### config.mk
export PLATFORM = sky130hd
export DESIGN_NAME = instr_fetch_decode
export DESIGN_NICKNAME = d
export VERILOG_FILES = /design/src/rtl/instr_fetch_decode.sv
export SDC_FILE = /design/constraint.sdc
export NUM_CORES = 1
export LEC_CHECK = 0
export BUFFER_PORTS_ARGS = -buffer_cell sky130_fd_sc_hd__buf_2
export CAP_MARGIN = 20
export CORE_MARGIN = 2
export CORE_UTILIZATION = 26
export DETAILED_ROUTE_END_ITERATION = 8
export SLEW_MARGIN = 20
export SYNTH_ARGS = -nofsm -noshare
export SYNTH_HDL_FRONTEND = slang
export SYNTH_SLANG_ARGS = --single-unit
### constraint.sdc
create_clock -name clk -period 8.2 [get_ports clk]
set_input_delay 0.82 -clock clk [delete_from_list [all_inputs] [get_ports clk]]
set_output_delay 0.82 -clock clk [all_outputs]
set_load 0.02 [all_outputs]
### src/rtl/instr_fetch_decode.sv
// Sequential MIPS instruction fetch/decode engine: walks memory from a base
// address, splits each word into R/I/J fields, and hands them out on valid/ready.
module instr_fetch_decode #(
  parameter int unsigned MEM_LAT = 1,
  parameter int unsigned CNT_W   = 8
) (
  input  logic             clk,
  input  logic             reset,
  input  logic             start,
  input  logic [31:0]      base_addr,
  input  logic [CNT_W-1:0] count,
  output logic [31:0]      mem_addr,
  output logic             mem_read,
  input  logic [31:0]      mem_data,
  output logic             ins_valid,
  input  logic             ins_ready,
  output logic [31:0]      ins_word,
  output logic [31:0]      ins_pc,
  output logic [1:0]       ins_type,
  output logic [5:0]       opcode,
  output logic [4:0]       rs,
  output logic [4:0]       rt,
  output logic [4:0]       rd,
  output logic [4:0]       shamt,
  output logic [5:0]       funct,
  output logic [31:0]      imm_sext,
  output logic [25:0]      target,
  output logic             busy,
  output logic             done
);

  localparam int unsigned LAT_W = 4;

  localparam logic [1:0] TYPE_R = 2'd0;
  localparam logic [1:0] TYPE_I = 2'd1;
  localparam logic [1:0] TYPE_J = 2'd2;

  typedef enum logic [2:0] {
    S_IDLE,
    S_REQ,
    S_WAIT,
    S_OUT,
    S_DONE
  } state_t;

  state_t           state, next_state;
  logic [31:0]      pc, pc_nxt;
  logic [CNT_W-1:0] remaining, rem_nxt;
  logic [LAT_W-1:0] lat_cnt, lat_nxt;
  logic             capture;
  logic             done_nxt;

  // Word-alignment bits of base_addr are intentionally dropped.
  logic unused_addr_bits;
  assign unused_addr_bits = ^base_addr[1:0];

  function automatic logic [1:0] classify(input logic [5:0] op);
    if (op == 6'd0)                      return TYPE_R;
    else if (op == 6'd2 || op == 6'd3)   return TYPE_J;
    else                                 return TYPE_I;
  endfunction

  // State register
  always_ff @(posedge clk or posedge reset) begin
    if (reset) state <= S_IDLE;
    else       state <= next_state;
  end

  // Next-state and datapath update decisions
  always_comb begin
    next_state = state;
    pc_nxt     = pc;
    rem_nxt    = remaining;
    lat_nxt    = lat_cnt;
    capture    = 1'b0;
    done_nxt   = 1'b0;
    case (state)
      S_IDLE: begin
        if (start) begin
          if (count != '0) begin
            pc_nxt     = {base_addr[31:2], 2'b00};
            rem_nxt    = count;
            next_state = S_REQ;
          end else begin
            done_nxt = 1'b1;
          end
        end
      end
      S_REQ: begin
        lat_nxt    = LAT_W'(MEM_LAT - 1);
        next_state = S_WAIT;
      end
      S_WAIT: begin
        if (lat_cnt == '0) begin
          capture    = 1'b1;
          next_state = S_OUT;
        end else begin
          lat_nxt = lat_cnt - LAT_W'(1);
        end
      end
      S_OUT: begin
        if (ins_ready) begin
          pc_nxt  = pc + 32'd4;
          rem_nxt = remaining - CNT_W'(1);
          if (remaining == CNT_W'(1)) begin
            next_state = S_DONE;
            done_nxt   = 1'b1;
          end else begin
            next_state = S_REQ;
          end
        end
      end
      S_DONE: next_state = S_IDLE;
      default: next_state = S_IDLE;
    endcase
  end

  // Registered outputs are derived from the upcoming state so they align with it.
  always_ff @(posedge clk or posedge reset) begin
    if (reset) begin
      pc        <= '0;
      remaining <= '0;
      lat_cnt   <= '0;
      mem_read  <= 1'b0;
      mem_addr  <= '0;
      ins_valid <= 1'b0;
      ins_word  <= '0;
      ins_pc    <= '0;
      ins_type  <= '0;
      busy      <= 1'b0;
      done      <= 1'b0;
    end else begin
      pc        <= pc_nxt;
      remaining <= rem_nxt;
      lat_cnt   <= lat_nxt;
      mem_read  <= (next_state == S_REQ);
      if (next_state == S_REQ) mem_addr <= pc_nxt;
      ins_valid <= (next_state == S_OUT);
      busy      <= (next_state != S_IDLE);
      done      <= done_nxt;
      if (capture) begin
        ins_word <= mem_data;
        ins_pc   <= pc;
        ins_type <= classify(mem_data[31:26]);
      end
    end
  end

  assign opcode   = ins_word[31:26];
  assign rs       = ins_word[25:21];
  assign rt       = ins_word[20:16];
  assign rd       = ins_word[15:11];
  assign shamt    = ins_word[10:6];
  assign funct    = ins_word[5:0];
  assign imm_sext = {{16{ins_word[15]}}, ins_word[15:0]};
  assign target   = ins_word[25:0];

endmodule

==> metrics list, run 1 <==
* Sum of routed wire length over all layers: 22900 um
* Leakage Power: 4.67 nW
* Dominant delay contributor by cell family on the critical path: simple AND/OR/NAND/NOR gates
- The die covers 30600 sq um.
* Largest voltage drop on the vdd net: 163 uV
- Std-Cell Core Area: 28800 sq um
- Among all cell types in the netlist, the one instantiated most often is nand2_1.
- Worst-path clk slew: 60 ps
* Area growth from synthesis to layout: 20.5%
- Flops & latches, synth: 149
- The number of hold buffers added after CTS was 0.
- Final period demand of the worst path: 2910 ps
- Chip width: 175 um
- Synthesized Nets: 894
- The initialized floorplan defines 62 standard-cell rows.
- Path length in cells of the critical path: 6
- Total of max-cap violations: 0
- Post-CTS repair changed the size of 0 cells.
- In this run the cell area of the synthesized design comes to 7600 sq um.
* Number of warnings printed during yosys synthesis: 0
- Cell type with the highest aggregate area in the netlist: dfrtp_1
- Dividing total power by cell area gives a power density of 442 nW/um^2.
* Layout cell share with drive strength beyond 1: 34.3%
* H-Tree Level Count: 4
* Sw Pwr: 1.95 mW
- Instance count along the most critical hold path: 2
* Most frequent cells after synthesis: 220 x nand2_1, 149 x dfrtp_1, 91 x buf_4
- CTS placed an instance of clkbuf_16 at the clock tree root.
* Vias after detailed routing: 6305
* Required time reported for the critical path endpoint: 8510 ps
- Unique masters post-synth: 58
- The first detailed-routing pass took 4 iterations.
- Post-CTS timing repair inserted 0 buffers for setup.
- Post-synth EDFFs: 0
- Mean cell area of the mapped netlist: 9.35 sq um
- The final count of hold timing violations was 0.
- In this run the tightest slew margin relative to its limit is 30.1%.
* Count of final max-slew check failures: 0
- The initial antenna violation count came to 1.
- The clock reaches the later pin of the worst-skew pair after 440 ps.
* Number of DRC violations after detailed-routing iteration 0: 364
- Number of nets in the layout: 1049
- Of the total power, combinational logic draws 48.1%.
- After legalization and detailed placement, the total HPWL measured 16600 um.
- Measured in cells, the most critical reg-to-reg path has a length of 6.
* Fin crit share: 35.4%
* Sink count of the clock tree: 149
- Outcome: finished clean
- Summing the sequential cell areas from Yosys gives 49.1% of the chip area.
- IO Count: 268
* Hold slack final: 463 ps
* Global-route wire length before repair: 35400 um
- Path category of the worst min-delay check: flop to flop
- For this run, the top clock speed supported by timing is 344 MHz.
- Buffers plus inverters on the worst setup path: 1
- At the pin with the least slew margin, the transition time is 1040 ps.
- Final estimated routing congestion in global placement: 0.829
* Fraction of power consumed by sequential logic: 32.8%
- TritonCTS built the clock tree.
- IO Port Bufs: 265
* Data arrival time of the critical path: 3220 ps
- Measured along the y axis, the die boundary spans 175 um.
* Design internal power: 2.10 mW
- Traced cell by cell, the critical path runs through or4b_1, a21oi_4, a211o_4, and2_1, buf_4, mux2_2.
- Once detail routing completed, the nets flagged for antenna violations numbered 0.
* Via count of the first global-routing pass: 5976
- The largest single stage delay on the critical path is 720 ps.
- For this run, design rule violations remaining after detail routing come to 0.
- 0 antenna diodes ended up in the layout.
- In this run switching power makes up 48.1% of total power.
- Summing all placed instances gives a cell area of 8570 sq um.
- Slowest cell on crit path: or4b_1
- Entering global routing, the biggest net connects 94 pins.
- The finished cells cover 9160 sq um.
- WL met2: 10600 um
* Post-detailed-route wirelength per cell: 16.8 um
- On the final layout, the worst clock skew is 15.3 ps.
- Ranked by total cell area, the synthesized netlist is headed by dfrtp_1 49%, nand2_1 11%, buf_4 9.0%.
- Clock tree synthesis inserted a total of 17 buffers.
* Setup violators final: 0
- Critical path startpoint category: flop
- The initial utilization of the core area, before any placement, comes to 26.4%.
- For this run, the leading register cell type out of synthesis is dfrtp_1.
* Top layer used by detailed routing: met5
* Routed length on met1: 10400 um
- For this run the aggregate overflow at the end of global routing stands at 0.
- Counting every instance in the synthesized netlist gives 813.
- For this run, asynchronously set or reset flops after synthesis account for 100%.
- Largest fanout of any net on the critical path: 33
* Power share of the clock group: 19.2%
- Unrepaired setup endpoints after global routing: false
- Average via count per standard cell: 4.62
* Total met3 wirelength after detailed routing: 1540 um
- Type of the setup path with the least slack: flop to flop
- TNS Setup: 0 ps
* GRT Overall Usage: 15.1%
- Type of element capturing the critical path: flop
- Fraction of post-synthesis cell area in the top cell type by area: 49.1%
- Longest Clk Path Bufs: 2
-- through the flow --
step	std cells	util, %	total power, mW	worst slack (ps)
floorplan	813	-	2.88	3370
global placement	1333	29.8	3.28	5050
detailed placement	1333	29.8	3.31	5020
CTS	1365	31.8	4.11	5300
global route	1365	31.8	4.35	5140
finish	1365	31.8	4.05	5290
-- cells in the final DEF (no fill, tap or decap), drive strengths merged, types with 3 or more instances in the layout --
cell type / count
or3: 4
nor3: 17
nand2: 220
a211oi: 3
a31oi: 9
or4: 6
a32oi: 3
nor4: 9
a211o: 4
o22ai: 3
nand3: 30
nor2: 23
a22oi: 4
clkinv: 6
mux2: 28
and2: 9
ha: 5
nor3b: 4
o211ai: 8
clkbuf: 18
buf: 273
o311ai: 9
nand4: 20
a21oi: 15
and4: 5
o21ai: 24
mux2i: 6
dfrtp: 149
and3: 8
a221o: 8
inv: 24
-- kinds of logic after synthesis --
family,share of synthesized area (%)
AO/OA/AOI/OAI,9.55
XOR/XNOR,0.231
adder cells (fa/ha/maj),0.823
buffers and inverters,12.8
flip-flops,49.1
multiplexers,4.94
AND/OR/NAND/NOR,22.6
-- power by group through the flow --
stage / combinational [mW] / sequential [mW] / clock, mW
2_1_floorplan: 1.38 / 1.51 / 0
3_3_place_gp: 1.96 / 1.33 / 0
3_5_place_dp: 1.97 / 1.34 / 0
4_1_cts: 1.98 / 1.33 / 0.808
5_1_grt: 2.13 / 1.38 / 0.842
6_report: 1.94 / 1.33 / 0.776
-- final timing paths --
check                                   startpoint                       end  slack [ps]
worst max-delay path            state[0]$_DFF_PP0_  mem_addr[21]$_DFFE_PP0N_        5290
worst min-delay path               pc[0]$_DFF_PP0_     ins_pc[0]$_DFFE_PP0P_         460
worst max register to register  state[0]$_DFF_PP0_  mem_addr[21]$_DFFE_PP0N_        5290
worst min register to register     pc[0]$_DFF_PP0_     ins_pc[0]$_DFFE_PP0P_         460
max in group asynchronous                    reset     ins_pc[7]$_DFFE_PP0P_        6370
min in group asynchronous                    reset   ins_word[0]$_DFFE_PP0P_         560
-- sequential cells by signal, summed over array words and instances (netlist names) --
signal     count
state          3
ins_valid      1
busy           1
pc            32
ins_word      32
lat_cnt        4
mem_read       1
ins_type       2
remaining      8
ins_pc        32
mem_addr      32
done           1
-- layout make-up --
class / instances / area [sq um]
clock buffers: 18 / 439
well taps: 384 / 480
clock inverters: 14 / 143
fillers: 3031 / 19600
inverters: 19 / 76.3
multi-input cells: 508 / 2900
flip-flops and latches: 149 / 3730
repair buffers: 273 / 1390
-- worst reg2reg max path: stages (launching register included) --
cell	delay, ps
dfrtp_1	520
or4b_1	720
a21oi_4	370
a211o_4	200
and2_1	130
buf_4	430
mux2_2	420
-- layer usage --
metal	up-vias	track usage (%)
met4	2	4.79
met3	32	4.42
met2	247	23.9
met1	2995	19.7
met5	-	0
li1	3029	-
No activity file was read; power rests on OpenSTA's default activity.
==> inputs of run 2 (changes only) <==
- ABC_AREA: not set -> 1
- clock period: 8.2 -> 2.6 ns (I/O delays scaled with it)
==> run 2 against run 1 <==
Compared with the run above:
- clock-buffer cell count shrank 1
- cell count grew 15%
- flip-flop and latch count is the same
- die area grew 1.4%
- routed wire length shrank 1.0%
- non-clock buffer count grew 10
- first-iteration DRC count grew 9.6%
- clock skew shrank 4.7 ps
- setup slack lost 4600 ps
- register-to-register slack lost 4600 ps
- utilization grew 0.36 points
- design area grew 3.3%
- critical path type unchanged
==> metrics list, run 2 <==
* Synth Area in Compound Gates: 6.24%
- Count of final max-slew check failures: 0
- The highest layer touched by signal routing is met5.
- Sequential fraction of the synthesis area: 48.4%
- By count the netlist is led by 375 x nand2_1, 149 x dfrtp_1, 96 x buf_4.
- Leading post-synthesis cells by cell area: dfrtp_1 48%, nand2_1 18%, buf_4 9.4%
- The flow ran to the end, and the final reports show no timing, DRC or antenna violations.
- IO Port Bufs: 265
- Detailed routing placed a total of 10300 um of wire on met2.
- Routed length on met1: 9980 um
- Buffer count from post-CTS setup fixing: 0
- Crit-path cells: nor2_1, nand2_1, nor2_1, nand3_1, nand2_1, nand3_2, nand2_2, buf_4, nand2_1, nand2_1
- Final design instance area without fill: 9460 sq um
* Largest family of logic cells by synthesized area: simple AND/OR/NAND/NOR gates
- Register-to-register setup slack: 660 ps
- The setup path with the least slack is of type flop to flop.
* Type of element capturing the critical path: flop
- For this block, the initial DRC count from the detailed router was 399.
- The tightest min-delay check is of the primary input to flop type.
* N_diodes: 0
* Post-detailed-route wirelength per cell: 14.5 um
* Share of flip-flops with an asynchronous set or reset after synthesis: 100%
* Unique masters post-synth: 34
- Number of nets with antenna violations after routing: 0
- Slowest cell on crit path: dfrtp_1
- Std-Cell Core Area: 29400 sq um
- FMAX: 516 MHz
- Grouping stages by cell kind, the critical path spends the most delay in simple AND/OR/NAND/NOR gates.
* Longest Clk Path Bufs: 2
- For this design the ratio of total power to cell area is 1420 nW/um^2.
- Of the total synthesized cell area, the portion taken by full adders, half adders and majority gates is 0.812%.
- Gates resized during post-CTS repair numbered 0.
* Normalized max-slew margin: 55.4%
- In this run the static leakage power is 5.13 nW.
- Largest net degree at the start of global routing: 54
* GRT Overall Usage: 15.0%
- For this run, the share of the core covered by cells in the final layout is 32.2%.
- Total met3 wirelength after detailed routing: 1940 um
- After clock tree synthesis, the clock-pin slew on the worst setup and hold paths is 70 ps.
* Vias after detailed routing: 6780
* Via count of the first global-routing pass: 6381
- TritonCTS clock tree: done
* Fraction of post-synthesis cell area in the top cell type by area: 48.4%
* Synthesized Nets: 1071
* Fillers: 3165
- Per report_power, the combinational group accounts for 49.7% of the total.
- Cell type with the highest aggregate area in the netlist: dfrtp_1
- Most used cell, CP: nand2_1
- At the worst endpoint, the arrival time is 2310 ps.
- The most used flip-flop cell after synthesis is dfrtp_1.
- In this run the count of I/O pins placed on the die edge is 268.
* Worst setup startpoint: remaining[2]$_DFFE_PP0P_
* Simple-gate area share of the yosys netlist: 29.1%
* Sink count of the clock tree: 149
- Design internal power: 6.75 mW
- Cells with a size suffix above 1 make up 27.9% of the layout.
- H-Tree Level Count: 4
- Worst r2r src: remaining[2]$_DFFE_PP0P_
- Final period demand of the worst path: 1940 ps
- Worst slew pin tran: 667 ps
- Commonest non-fill, non-tap cells in the layout: 374 x nand2_1, 265 x buf_2, 149 x dfrtp_1, 88 x nand3_1, 73 x inv_1
- Required time reported for the critical path endpoint: 2970 ps
- Switching Fraction: 49.8%
- The tool flagged a number of max-cap violations equal to 0.
- The initial antenna violation count is 1.
- Worst hold path startpoint: mem_data[19]
- Fin crit share: 74.5%
* Post-synthesis mux area share: 0%
- Average via count per standard cell: 4.32
* Global-route wire length before repair: 35600 um
- Synth Cell Area: 7700 sq um
- The congestion estimate from routability-driven global placement came to 0.825.
- Number of nets in the layout: 1249
* Fraction of power consumed by sequential logic: 31.5%
* Grt ovf: 0
* Chip width: 176 um
* Clock Latency Late Sink: 430 ps
- The share of total power dissipated in the clock network is 18.8%.
* Number of warnings printed during yosys synthesis: 0
* Flops & latches, synth: 149
* Number of hold violations in the final report: 0
- The first TritonRoute pass finished after 5 iterations.
- CP max stage delay: 390 ps
- TNS Setup: 0 ps
- Total cell area at the placement stage: 8790 sq um
* Unrepaired setup endpoints after global routing: false
* Gate count of the mapped netlist: 990
- Largest fanout of any net on the critical path: 31
- Setup violations remaining at the end of the flow were counted as 0.
- Dividing the synthesized area by the synthesized cell count gives 7.78 sq um.
- The number of clock buffers added by TritonCTS is 17.
- Cell Rows: 63
* Post-synth EDFFs: 0
- Die H: 176 um
- The HPWL after detailed placement is 17500 um.
- In this run the clock root is driven by a clkbuf_16.
- For this configuration, the core starts out at a cell density of 26.2%.
- Area growth from synthesis to layout: 22.8%
- In the routed design, unresolved DRC markers number 0.
* Floorplan die area: 31000 sq um
- Critical path startpoint category: flop
- Buffers plus inverters on the worst setup path: 1
* Most frequently used cell type in the post-synthesis netlist: nand2_1
- Clock skew on the completed layout was measured at 10.6 ps.
- Leaving out fill and tap cells, the most frequent cell in the layout is nand2_1.
* Sum of routed wire length over all layers: 22700 um
- Sw Pwr: 6.70 mW
- IR analysis of the VDD net gives a maximum drop of 461 uV.
- The synthesized netlist devotes 0.341% of its cell area to XOR and XNOR gates.
==> run 2: through the flow <==
step | cells | total power [mW] | setup WS (ps) | hold slack, ps
after floorplan | 990 | 9.57 | 465 | 370
after global placement | 1532 | 10.9 | 712 | 391
after detailed placement | 1532 | 11.0 | 664 | 395
after CTS | 1571 | 13.7 | 646 | 1.21
after global routing | 1571 | 14.6 | 439 | 7.63
final | 1571 | 13.4 | 662 | 25.2
==> run 2: final timing paths <==
check                           depth (start not counted)                        to
worst max-delay path                                   10  mem_addr[24]$_DFFE_PP0N_
min in group asynchronous                               3     ins_pc[0]$_DFFE_PP0P_
worst max register to register                         10  mem_addr[24]$_DFFE_PP0N_
worst min register to register                          2  mem_addr[26]$_DFFE_PP0N_
max in group asynchronous                               4          pc[26]$_DFF_PP0_
worst min-delay path                                    3  ins_word[19]$_DFFE_PP0P_
==> run 2: final cells by class <==
type                            instances  area [sq um]  share of cell area (%)
Tap cell                              390           488                    5.16
Sequential cell                       149          3730                    39.4
Inverter                               80           307                    3.24
Clock buffer                           17           425                    4.50
Multi-Input combinational cell        637          2820                    29.8
Clock inverter                         15           176                    1.86
Timing Repair Buffer                  283          1520                    16.0
==> run 2: kinds of logic (layout without fill, tap and decap cells) <==
| logic type | Yosys count | in the layout |
|---|---|---|
| AND/OR/NAND/NOR | 539 | 539 |
| buffers and inverters | 204 | 395 |
| flip-flops | 149 | 149 |
| AO/OA/AOI/OAI | 90 | 90 |
| adder cells (fa/ha/maj) | 5 | 5 |
| XOR/XNOR | 3 | 3 |
==> run 2: timing repair <==
item                                   CTS  global route
endpoints found under the hold margin   28             0
hold buffers                             7             0
setup endpoints to repair                0             0
==> run 2: power groups by stage <==
| stage | Combinational (mW) | Sequential (mW) | Clock (mW) |
|---|---|---|---|
| finish | 6.69 | 4.23 | 2.53 |
| floorplan | 4.67 | 4.89 | 0 |
| global route | 7.50 | 4.39 | 2.73 |
| global placement | 6.71 | 4.24 | 0 |
| CTS | 6.80 | 4.24 | 2.62 |
| detailed placement | 6.77 | 4.27 | 0 |
==> run 2: worst min-delay path, cell delays in order <==
cell and delay, ps:
buf_2 70, nand2_1 40, nand2_1 40
==> run 2: metal layers <==
layer / track usage (%) / up-vias
met4: 5.13 / 2
li1: - / 3404
met3: 5.15 / 24
met1: 19.4 / 3112
met5: 0 / -
met2: 23.3 / 238
